--- src/rtl/hit_judge.sv ---
//============================================================================
// Module   : hit_judge
// Brief    : Per-frame bullet/tank hit detection, scoring and round control.
//            Detects bullet-to-opposing-tank overlap, scores the hit, pulses
//            GReset for one frame, holds play with Flash high, and ends the
//            match at WIN_SCORE. RESTART_KEY restarts a finished match.
// Revision : 1.0 - initial release
//============================================================================
`default_nettype none

module hit_judge #(
    parameter int         TANK_HALF   = 8,
    parameter int         HOLD_FRAMES = 60,
    parameter int         WIN_SCORE   = 9,
    parameter logic [7:0] RESTART_KEY = 8'h28
) (
    input  logic       frame_clk,
    input  logic       Reset_n,
    input  logic [7:0] keycode,
    input  logic [9:0] Bullet0X,
    input  logic [9:0] Bullet0Y,
    input  logic [9:0] Bullet1X,
    input  logic [9:0] Bullet1Y,
    input  logic [9:0] BulletSize,
    input  logic [9:0] Tank0X,
    input  logic [9:0] Tank0Y,
    input  logic [9:0] Tank1X,
    input  logic [9:0] Tank1Y,
    output logic       GReset,
    output logic [3:0] Score0,
    output logic [3:0] Score1,
    output logic       Flash,
    output logic [1:0] Winner
);

    typedef enum logic [1:0] {
        ST_PLAY = 2'd0,
        ST_HOLD = 2'd1,
        ST_OVER = 2'd2
    } state_t;

    localparam logic [10:0] c_HALF      = 11'(TANK_HALF);
    localparam logic [3:0]  c_WIN       = 4'(WIN_SCORE);
    localparam logic [7:0]  c_HOLD_LOAD = 8'(HOLD_FRAMES - 1);

    // Registered state and outputs
    state_t     r_state;
    logic [7:0] r_hold;
    logic [3:0] r_score0;
    logic [3:0] r_score1;
    logic       r_greset;
    logic       r_flash;
    logic [1:0] r_winner;

    // Next-state values
    state_t     w_state_nxt;
    logic [7:0] w_hold_nxt;
    logic [3:0] w_score0_nxt;
    logic [3:0] w_score1_nxt;
    logic       w_greset_nxt;
    logic       w_flash_nxt;
    logic [1:0] w_winner_nxt;

    logic [10:0] w_bound;
    logic        w_act0;
    logic        w_act1;
    logic        w_hit0;
    logic        w_hit1;

    // Inclusive box overlap; differences are taken modulo 2^11 and treated
    // as two's complement, which covers the full +/-1023 range of 10-bit
    // coordinates.
    function automatic logic f_overlap(
        input logic [9:0]  bx,
        input logic [9:0]  by,
        input logic [9:0]  tx,
        input logic [9:0]  ty,
        input logic [10:0] bound
    );
        logic [10:0] dx;
        logic [10:0] dy;
        logic [10:0] ax;
        logic [10:0] ay;
        dx = {1'b0, bx} - {1'b0, tx};
        dy = {1'b0, by} - {1'b0, ty};
        ax = dx[10] ? (~dx + 11'd1) : dx;
        ay = dy[10] ? (~dy + 11'd1) : dy;
        return (ax <= bound) && (ay <= bound);
    endfunction

    // Overlap bound, bullet activity and cross-tank hit detection
    always_comb begin
        w_bound = {1'b0, BulletSize} + c_HALF;
        w_act0  = (Bullet0X != 10'd0) || (Bullet0Y != 10'd0);
        w_act1  = (Bullet1X != 10'd0) || (Bullet1Y != 10'd0);
        w_hit0  = w_act0 && f_overlap(Bullet0X, Bullet0Y, Tank1X, Tank1Y, w_bound);
        w_hit1  = w_act1 && f_overlap(Bullet1X, Bullet1Y, Tank0X, Tank0Y, w_bound);
    end

    // Round control: next state, scores, hold counter and output values
    always_comb begin
        w_state_nxt  = r_state;
        w_hold_nxt   = r_hold;
        w_score0_nxt = r_score0;
        w_score1_nxt = r_score1;
        w_greset_nxt = 1'b0;
        w_winner_nxt = r_winner;
        case (r_state)
            ST_PLAY: begin
                if (w_hit0 || w_hit1) begin
                    if (w_hit0 && (r_score0 < c_WIN)) begin
                        w_score0_nxt = r_score0 + 4'd1;
                    end
                    if (w_hit1 && (r_score1 < c_WIN)) begin
                        w_score1_nxt = r_score1 + 4'd1;
                    end
                    w_greset_nxt = 1'b1;
                    w_hold_nxt   = c_HOLD_LOAD;
                    w_state_nxt  = ST_HOLD;
                end
            end
            ST_HOLD: begin
                if (r_hold == 8'd0) begin
                    if ((r_score0 == c_WIN) || (r_score1 == c_WIN)) begin
                        w_winner_nxt = {(r_score1 == c_WIN), (r_score0 == c_WIN)};
                        w_state_nxt  = ST_OVER;
                    end else begin
                        w_state_nxt = ST_PLAY;
                    end
                end else begin
                    w_hold_nxt = r_hold - 8'd1;
                end
            end
            ST_OVER: begin
                if (keycode == RESTART_KEY) begin
                    w_score0_nxt = 4'd0;
                    w_score1_nxt = 4'd0;
                    w_winner_nxt = 2'b00;
                    w_greset_nxt = 1'b1;
                    w_state_nxt  = ST_PLAY;
                end
            end
            default: begin
                w_state_nxt = ST_PLAY;
            end
        endcase
        w_flash_nxt = (w_state_nxt == ST_HOLD);
    end

    // State and output registers with asynchronous active-low clear
    always_ff @(posedge frame_clk or negedge Reset_n) begin
        if (!Reset_n) begin
            r_state  <= ST_PLAY;
            r_hold   <= 8'd0;
            r_score0 <= 4'd0;
            r_score1 <= 4'd0;
            r_greset <= 1'b0;
            r_flash  <= 1'b0;
            r_winner <= 2'b00;
        end else begin
            r_state  <= w_state_nxt;
            r_hold   <= w_hold_nxt;
            r_score0 <= w_score0_nxt;
            r_score1 <= w_score1_nxt;
            r_greset <= w_greset_nxt;
            r_flash  <= w_flash_nxt;
            r_winner <= w_winner_nxt;
        end
    end

    assign GReset = r_greset;
    assign Score0 = r_score0;
    assign Score1 = r_score1;
    assign Flash  = r_flash;
    assign Winner = r_winner;

endmodule

`default_nettype wire

--- config.mk ---
export PLATFORM = sky130hd
export DESIGN_NAME = hit_judge
export DESIGN_NICKNAME = d
export VERILOG_FILES = /design/src/rtl/hit_judge.sv
export SDC_FILE = /design/constraint.sdc
export NUM_CORES = 1
export LEC_CHECK = 0
export ABC_AREA = 1
export BUFFER_PORTS_ARGS = -buffer_cell sky130_fd_sc_hd__buf_2
export CAP_MARGIN = 10
export CORE_ASPECT_RATIO = 1.2
export CORE_MARGIN = 10
export CORE_UTILIZATION = 53
export CTS_CLUSTER_SIZE = 16
export DETAILED_ROUTE_END_ITERATION = 10
export GPL_TIMING_DRIVEN = 0
export PLACE_DENSITY = 0.89
export SKIP_CTS_REPAIR_TIMING = 1
export SLEW_MARGIN = 10
export SYNTH_ARGS = -nofsm -noshare
export SYNTH_HDL_FRONTEND = slang
export SYNTH_SLANG_ARGS = --single-unit
export TNS_END_PERCENT = 30
--- constraint.sdc ---
create_clock -name frame_clk -period 1.6 [get_ports frame_clk]
set_input_delay 0.08 -clock frame_clk [delete_from_list [all_inputs] [get_ports frame_clk]]
set_output_delay 0.08 -clock frame_clk [all_outputs]
set_load 0.01 [all_outputs]
== Word-level counts from Yosys, hierarchy flattened ==
Index checks and enable logic that the tools add are counted.

* Bits of input ports: 100
* Output and inout bits: 12
* Bits in latches: 0
* Logic and storage cells: 91
* Memory bits (read-only): 0
* Memories kept: 0
* RAM bits: 0
* Bits in registers: 22

* Bitwise gates (word level): 4
* Divide/modulo/power cells: 0
* Multiplexer cells: 26
* Order comparisons: 6
* Add/sub/neg operators: 12
* Multiply operators: 0
* Reductions and logical operators: 23
* Shifts and indexed selects: 0
* Equal/unequal tests: 13

{| class="wikitable"
|+ Operators by type and width
! operator !! count
|-
| $add A11 B1 Y11 const B || 4
|-
| $le A11 B11 Y1 || 4
|-
| $mux W11 || 4
|-
| $not A11 Y11 || 4
|-
| $sub A10 B10 Y11 || 4
|-
| $reduce_bool A10 Y1 || 4
|-
| $mux W4 || 5
|-
| $mux W8 || 2
|-
| $pmux W4 S2 || 2
|-
| $pmux W8 S2 || 1
|-
| $mux W2 || 7
|-
| $ne A2 B2 Y1 const B || 7
|-
| $reduce_and A4 Y1 || 3
|-
| $add A10 B4 Y11 const B || 1
|-
| $add A4 B1 Y4 const B || 2
|-
| $eq A4 B4 Y1 const B || 2
|-
| $eq A8 B6 Y1 const B || 1
|-
| $logic_not A8 Y1 || 1
|-
| $lt A4 B4 Y1 const B || 2
|-
| $sub A8 B1 Y8 const B || 1
|-
| $logic_and A1 B1 Y1 || 6
|-
| $pmux W2 S3 || 1
|-
| $reduce_bool A2 Y1 || 3
|-
| $eq A2 B1 Y1 const B || 2
|-
| 7 further kinds || 11
|}

== Depth between registers and ports, before layout ==
* Depth after elaboration: 11
* Depth in mapped cells: 30

== Least setup slack after synthesis ==
Ideal clock, no wire load.

* Kind: in2reg
* Start: in Bullet0Y[0]
* End: reg r_hold[2]
* Slack: -1.375 ns
* Path buffers: 0
* Setup time: 0.117 ns
* Data arrival time: 2.858 ns
* Stages: 26
* Cell sequence: inv_1 ha_1 inv_1 fa_1 inv_1 ha_1 inv_1 nor2_2 nand3_1 nor2_2 nand3_1 nand2_1 nand2_1 nand2_1 inv_1 ha_1 nand2_1 nor2_1 and2_1 nand2_1 nand3_1 nand2_1 nand3_1 nand3_1 nand3_1 nand2_1

* Cells in the longest elaborated chain, start to end: 10
* Elaborated cells on any way between the ends: 12

{| class="wikitable"
|+ RTL lines
! item !! line !! source
|-
| start, declared || 21 || <nowiki>input logic [9:0] Bullet0Y,</nowiki>
|-
| $sub A10 B10 Y11 || 85 || <nowiki>dy = {1'b0, by} - {1'b0, ty};</nowiki>
|-
| $not A11 Y11 || 87 || <nowiki>ay = dy[10] ? (~dy + 11'd1) : dy;</nowiki>
|-
| $add A11 B1 Y11 || 87 ||
|-
| $mux W11 || 87 ||
|-
| $le A11 B11 Y1 || 88 || <nowiki>return (ax <= bound) && (ay <= bound);</nowiki>
|-
| $logic_and A1 B1 Y1 || 88 ||
|-
| $logic_and A1 B1 Y1 (*) || 96 || <nowiki>w_hit0 = w_act0 && f_overlap(Bullet0X, Bullet0Y, Tank1X, Tank1Y, w_bound);</nowiki>
|-
| $logic_or A1 B1 Y1 (*) || 110 || <nowiki>if (w_hit0 || w_hit1) begin</nowiki>
|-
| $ne A2 B2 Y1 (no source line) (*) || n/a ||
|-
| $reduce_and A3 Y1 (no source line) (*) || n/a ||
|-
| end signal, assigned || 162 || <nowiki>r_hold <= w_hold_nxt;</nowiki>
|-
| end, declared || 48 || <nowiki>logic [7:0] r_hold;</nowiki>
|}

Every way passes the cells marked *; elsewhere a longest branch is shown, timed or not.
A chain may end at the register's enable or synchronous reset.

== Final worst setup path ==
* Start: in Bullet1X[0]
* End: reg r_score1[2] (netlist: Score1[2])

* Cells in the longest elaborated chain, start to end: 10
* Elaborated cells on any way between the ends: 14

{| class="wikitable"
|+ RTL lines
! item !! line !! source
|-
| start, declared || 22 || <nowiki>input logic [9:0] Bullet1X,</nowiki>
|-
| $sub A10 B10 Y11 || 84 || <nowiki>dx = {1'b0, bx} - {1'b0, tx};</nowiki>
|-
| $not A11 Y11 || 86 || <nowiki>ax = dx[10] ? (~dx + 11'd1) : dx;</nowiki>
|-
| $add A11 B1 Y11 || 86 ||
|-
| $mux W11 || 86 ||
|-
| $le A11 B11 Y1 || 88 ||
|-
| $logic_and A1 B1 Y1 || 88 ||
|-
| $logic_and A1 B1 Y1 (*) || 97 || <nowiki>w_hit1 = w_act1 && f_overlap(Bullet1X, Bullet1Y, Tank0X, Tank0Y, w_bound);</nowiki>
|-
| $logic_and A1 B1 Y1 or $logic_or A1 B1 Y1 (tied branches) || 114, 110 ||
|-
| $ne A2 B2 Y1 (no source line) || n/a ||
|-
| $reduce_and A4 Y1 (no source line) (*) || n/a ||
|-
| end signal, assigned || 164 || <nowiki>r_score1 <= w_score1_nxt;</nowiki>
|-
| end, declared || 50 || <nowiki>logic [3:0] r_score1;</nowiki>
|}

Marked as above.

==> impl_metrics.env <==
export IMPL_status="finished with violations"
export IMPL_violations="setup timing"
export IMPL_dp_cells=1221
export IMPL_place_hpwl_mm=12.4
export IMPL_synth_area_per_cell_um2=5.87
export IMPL_fin_crit_ps=3070
export IMPL_syn_to_final_growth_pct=30.8
export IMPL_final_nets=1326
export IMPL_tightest_slew_ps=862
export IMPL_dieArea_um2=15400
export IMPL_grt_max_degree=23
export IMPL_relSlewSlack_pct=42.3
export IMPL_critical_path_top_cell_by_count="nand2_2"
export IMPL_endpoint="Score1[2]$_DFFE_PN0P_"
export IMPL_synth_area_um2=5760
export IMPL_synth_seq_area_share_pct=9.56
export IMPL_cap_violations=0
export IMPL_clock_root_buffer="clkbuf_16"
export IMPL_drt_first_iter_violations=365
export IMPL_postSynthCellCount=981
export IMPL_antenna_found_initial=3
export IMPL_drc=0
export IMPL_grt_usage_pct=18.6
export IMPL_synth_cell_types=36
export IMPL_clock_skew_ps=4.57
export IMPL_synthTopCellsByArea="ha_1 21%, nand2_1 19%, inv_1 12%"
export IMPL_r2r_start="r_hold[0]$_DFFE_PN0P_"
export IMPL_first_pass_iters=5
export IMPL_clock_sinks=22
export IMPL_ys_warn_count=0
export IMPL_timing_critical_path_cells="buf_6 -> inv_4 -> ha_4 -> inv_4 -> fa_2 -> inv_2 -> ha_4 -> inv_4 -> nor2_4 -> nand3_2 -> nor2_4 -> nand4_1 -> nor3_2 -> ha_1 -> nand2_2 -> nor2_4 -> and2_4 -> nand2_2 -> nand3_2 -> nand2_2 -> nand4_1 -> nand2_2 -> nand2_1 -> o21ai_1"
export IMPL_wl_per_cell_um=13.0
export IMPL_crit_required_ps=1780
export IMPL_rrSetupSlack_ps=-270
export IMPL_synth_top_area_share_pct=20.9
export IMPL_syn_nets=1181
export IMPL_leakage_nw=4.23
export IMPL_initial_core_util_pct=54.5
export IMPL_r2r_end="r_hold[4]$_DFFE_PN0P_"
export IMPL_hold_path_class="input port to asynchronous set/reset pin"
export IMPL_fmax_mhz=326
export IMPL_die_y_um=134
export IMPL_drt_total_wl_mm=16.4
export IMPL_drive_gt1_share_pct=28.0
export IMPL_cp_startpoint="Bullet1X[0]"
export IMPL_yosysTopAreaCell="ha_1"
export IMPL_clock_latency_ps=260
export IMPL_setup_violations=21
export IMPL_htree_levels=1
export IMPL_postRouteAntennaNets=0
export IMPL_io_pins=112
export IMPL_critPathMaxFanout=6
export IMPL_clock_path_buffers=2
export IMPL_place_gp_congestion=0.897
export IMPL_rsz0062_at_grt="true"
export IMPL_layout_cells_non_filler=1255
export IMPL_synth_seq_cells=22
export IMPL_grt_pass1_vias=6394
export IMPL_post_drt_via_cell_ratio=5.29
export IMPL_slowest_delay_ps=450
export IMPL_coreArea_um2=10600
export IMPL_die_x_um=115
export IMPL_cp_data_arrival_time_ps=3250
export IMPL_start_kind="input port"
export IMPL_pre_cts_ws_ps=-1880
export IMPL_path_clk_slew_ps=60
export IMPL_post_route_period_util_pct=192
export IMPL_slew_viol_final=0
export IMPL_setup_ws_ps=-1470
export IMPL_rr_worst_depth=11
export IMPL_grt_ovfl_total=0
export IMPL_numCtsBuffers=3
export IMPL_peakVddDrop_v=0.000587
export IMPL_p_per_area_nw_per_um2=850
export IMPL_crit_slowest_cell="fa_2"
export IMPL_hold_viol_final=0
export IMPL_cts_tree="built"
export IMPL_vias=6634
export IMPL_setup_tns_ps=-27180
export IMPL_end_kind="flop"
export IMPL_rows=41
export IMPL_portBuffers=111
export IMPL_grt_pass1_wl_mm=25.4
export IMPL_path_class="input port to flop"
==> registers in the layout, summed over array words and instances (netlist names) <==
name and cells:
GReset 1, r_state 2, Score0 4, r_hold 8
Score1 4, Flash 1, Winner 2
==> area by class of cell <==
class	instances	area, µm²
clock buffer	3	75.1
antenna	2	5.00
fill	829	3040
buffer	4	41.3
timing repair buffer	140	810
multi-input combinational	771	5170
inverter	184	716
tap	129	161
sequential	22	551
==> logic make-up after synthesis <==
| group | Yosys count | share of synthesized area [%] |
|---|---|---|
| and+or+nand+nor | 563 | 42.8 |
| buffers and inverters | 188 | 12.6 |
| adders and majority gates | 100 | 22.3 |
| AOI/OAI and AO/OA | 72 | 7.17 |
| xor gates and xnor gates | 36 | 5.61 |
| DFF | 22 | 9.56 |
==> layer usage <==
| metal | up-vias | wire length [µm] | global-route usage (%) | share of wire (%) |
|---|---|---|---|---|
| met1 | 2980 | 6580 | 21.1 | 40 |
| met4 | 2 | 376 | 5.30 | 2.3 |
| met5 | - | 13 | 0 | 0.079 |
| li1 | 3440 | - | - | - |
| met2 | 176 | 8600 | 33.8 | 52 |
| met3 | 36 | 803 | 3.48 | 4.9 |
==> cells in the final DEF, fill, tap and decap left out, types with 9 or more instances in the layout <==
master | Yosys | layout
nand3_1 | 99 | 65
inv_2 | 2 | 14
buf_4 | 2 | 27
o21ai_0 | 22 | 19
nand3b_1 | 11 | 11
ha_1 | 96 | 76
xor2_1 | 20 | 19
a21oi_1 | 31 | 29
buf_2 | 0 | 108
nand4_1 | 29 | 29
ha_4 | 0 | 14
nor2_2 | 5 | 17
inv_1 | 182 | 164
nand3_2 | 2 | 30
xnor2_1 | 15 | 12
nor2_1 | 84 | 64
nand2_1 | 296 | 263
nor3_1 | 14 | 10
dfrtp_1 | 22 | 22
nor2_4 | 1 | 9
nand2_2 | 6 | 37
==> worst max-delay path, delay by kind of cell <==
| kind | cells | cell delay, ps |
|---|---|---|
| fa+ha+maj | 4 | 1020 |
| simple gates | 14 | 1740 |
| buf+inv | 5 | 300 |
| compound gates | 1 | 80 |
==> worst min-delay path by stage <==
stage               startpoint                     to  cells past startpoint
floorplan              Reset_n        Flash$_DFF_PN0_                      0
global placement       Reset_n  r_hold[2]$_DFFE_PN0P_                      1
detailed placement     Reset_n  r_hold[3]$_DFFE_PN0P_                      1
CTS                    Reset_n  r_hold[3]$_DFFE_PN0P_                      1
global route           Reset_n  r_hold[4]$_DFFE_PN0P_                      2
finish                 Reset_n  Score1[1]$_DFFE_PN0P_                      2
==> through the flow <==
step | power [W] | util [%] | cell area (µm²) | hold WS [ps]
floorplan | 0.00408 | - | 5890 | -216
global placement | 0.00490 | 62.5 | 6610 | 67.8
detailed placement | 0.00504 | 62.5 | 6610 | 79.2
CTS | 0.00560 | 63.2 | 6680 | -191
global route | 0.00712 | 71.2 | 7520 | 387
finish | 0.00640 | 71.2 | 7530 | 330
==> Yosys cell counts <==
library cell,n
and2_1,3
nor3b_1,1
a21oi_1,31
inv_1,182
buf_4,2
xnor2_1,15
nor4_1,2
nor2_2,5
nor2_1,84
nor3_1,14
o21ai_0,22
inv_2,2
nand4_1,29
nand2_2,6
o21ai_1,2
or2_2,5
nand3_1,99
o21bai_1,3
nand3_2,2
ha_1,96
or2_1,4
o211ai_1,1
o21ai_2,1
xnor2_2,1
xor2_1,20
nand3b_1,11
a21oi_2,2
a21o_1,5
a21boi_4,1
dfrtp_1,22
nor3_2,1
fa_1,4
a31oi_1,4
nand2_1,296
nor2_4,1
buf_6,2
==> power by group <==
group	internal [W]	leakage, nW	switching [W]
sequential	0.000816	0.266	0.000284
combinational	0.00196	3.93	0.00281
clock	0.000330	0.0370	0.000201
No activity file was read; power rests on OpenSTA's default activity.
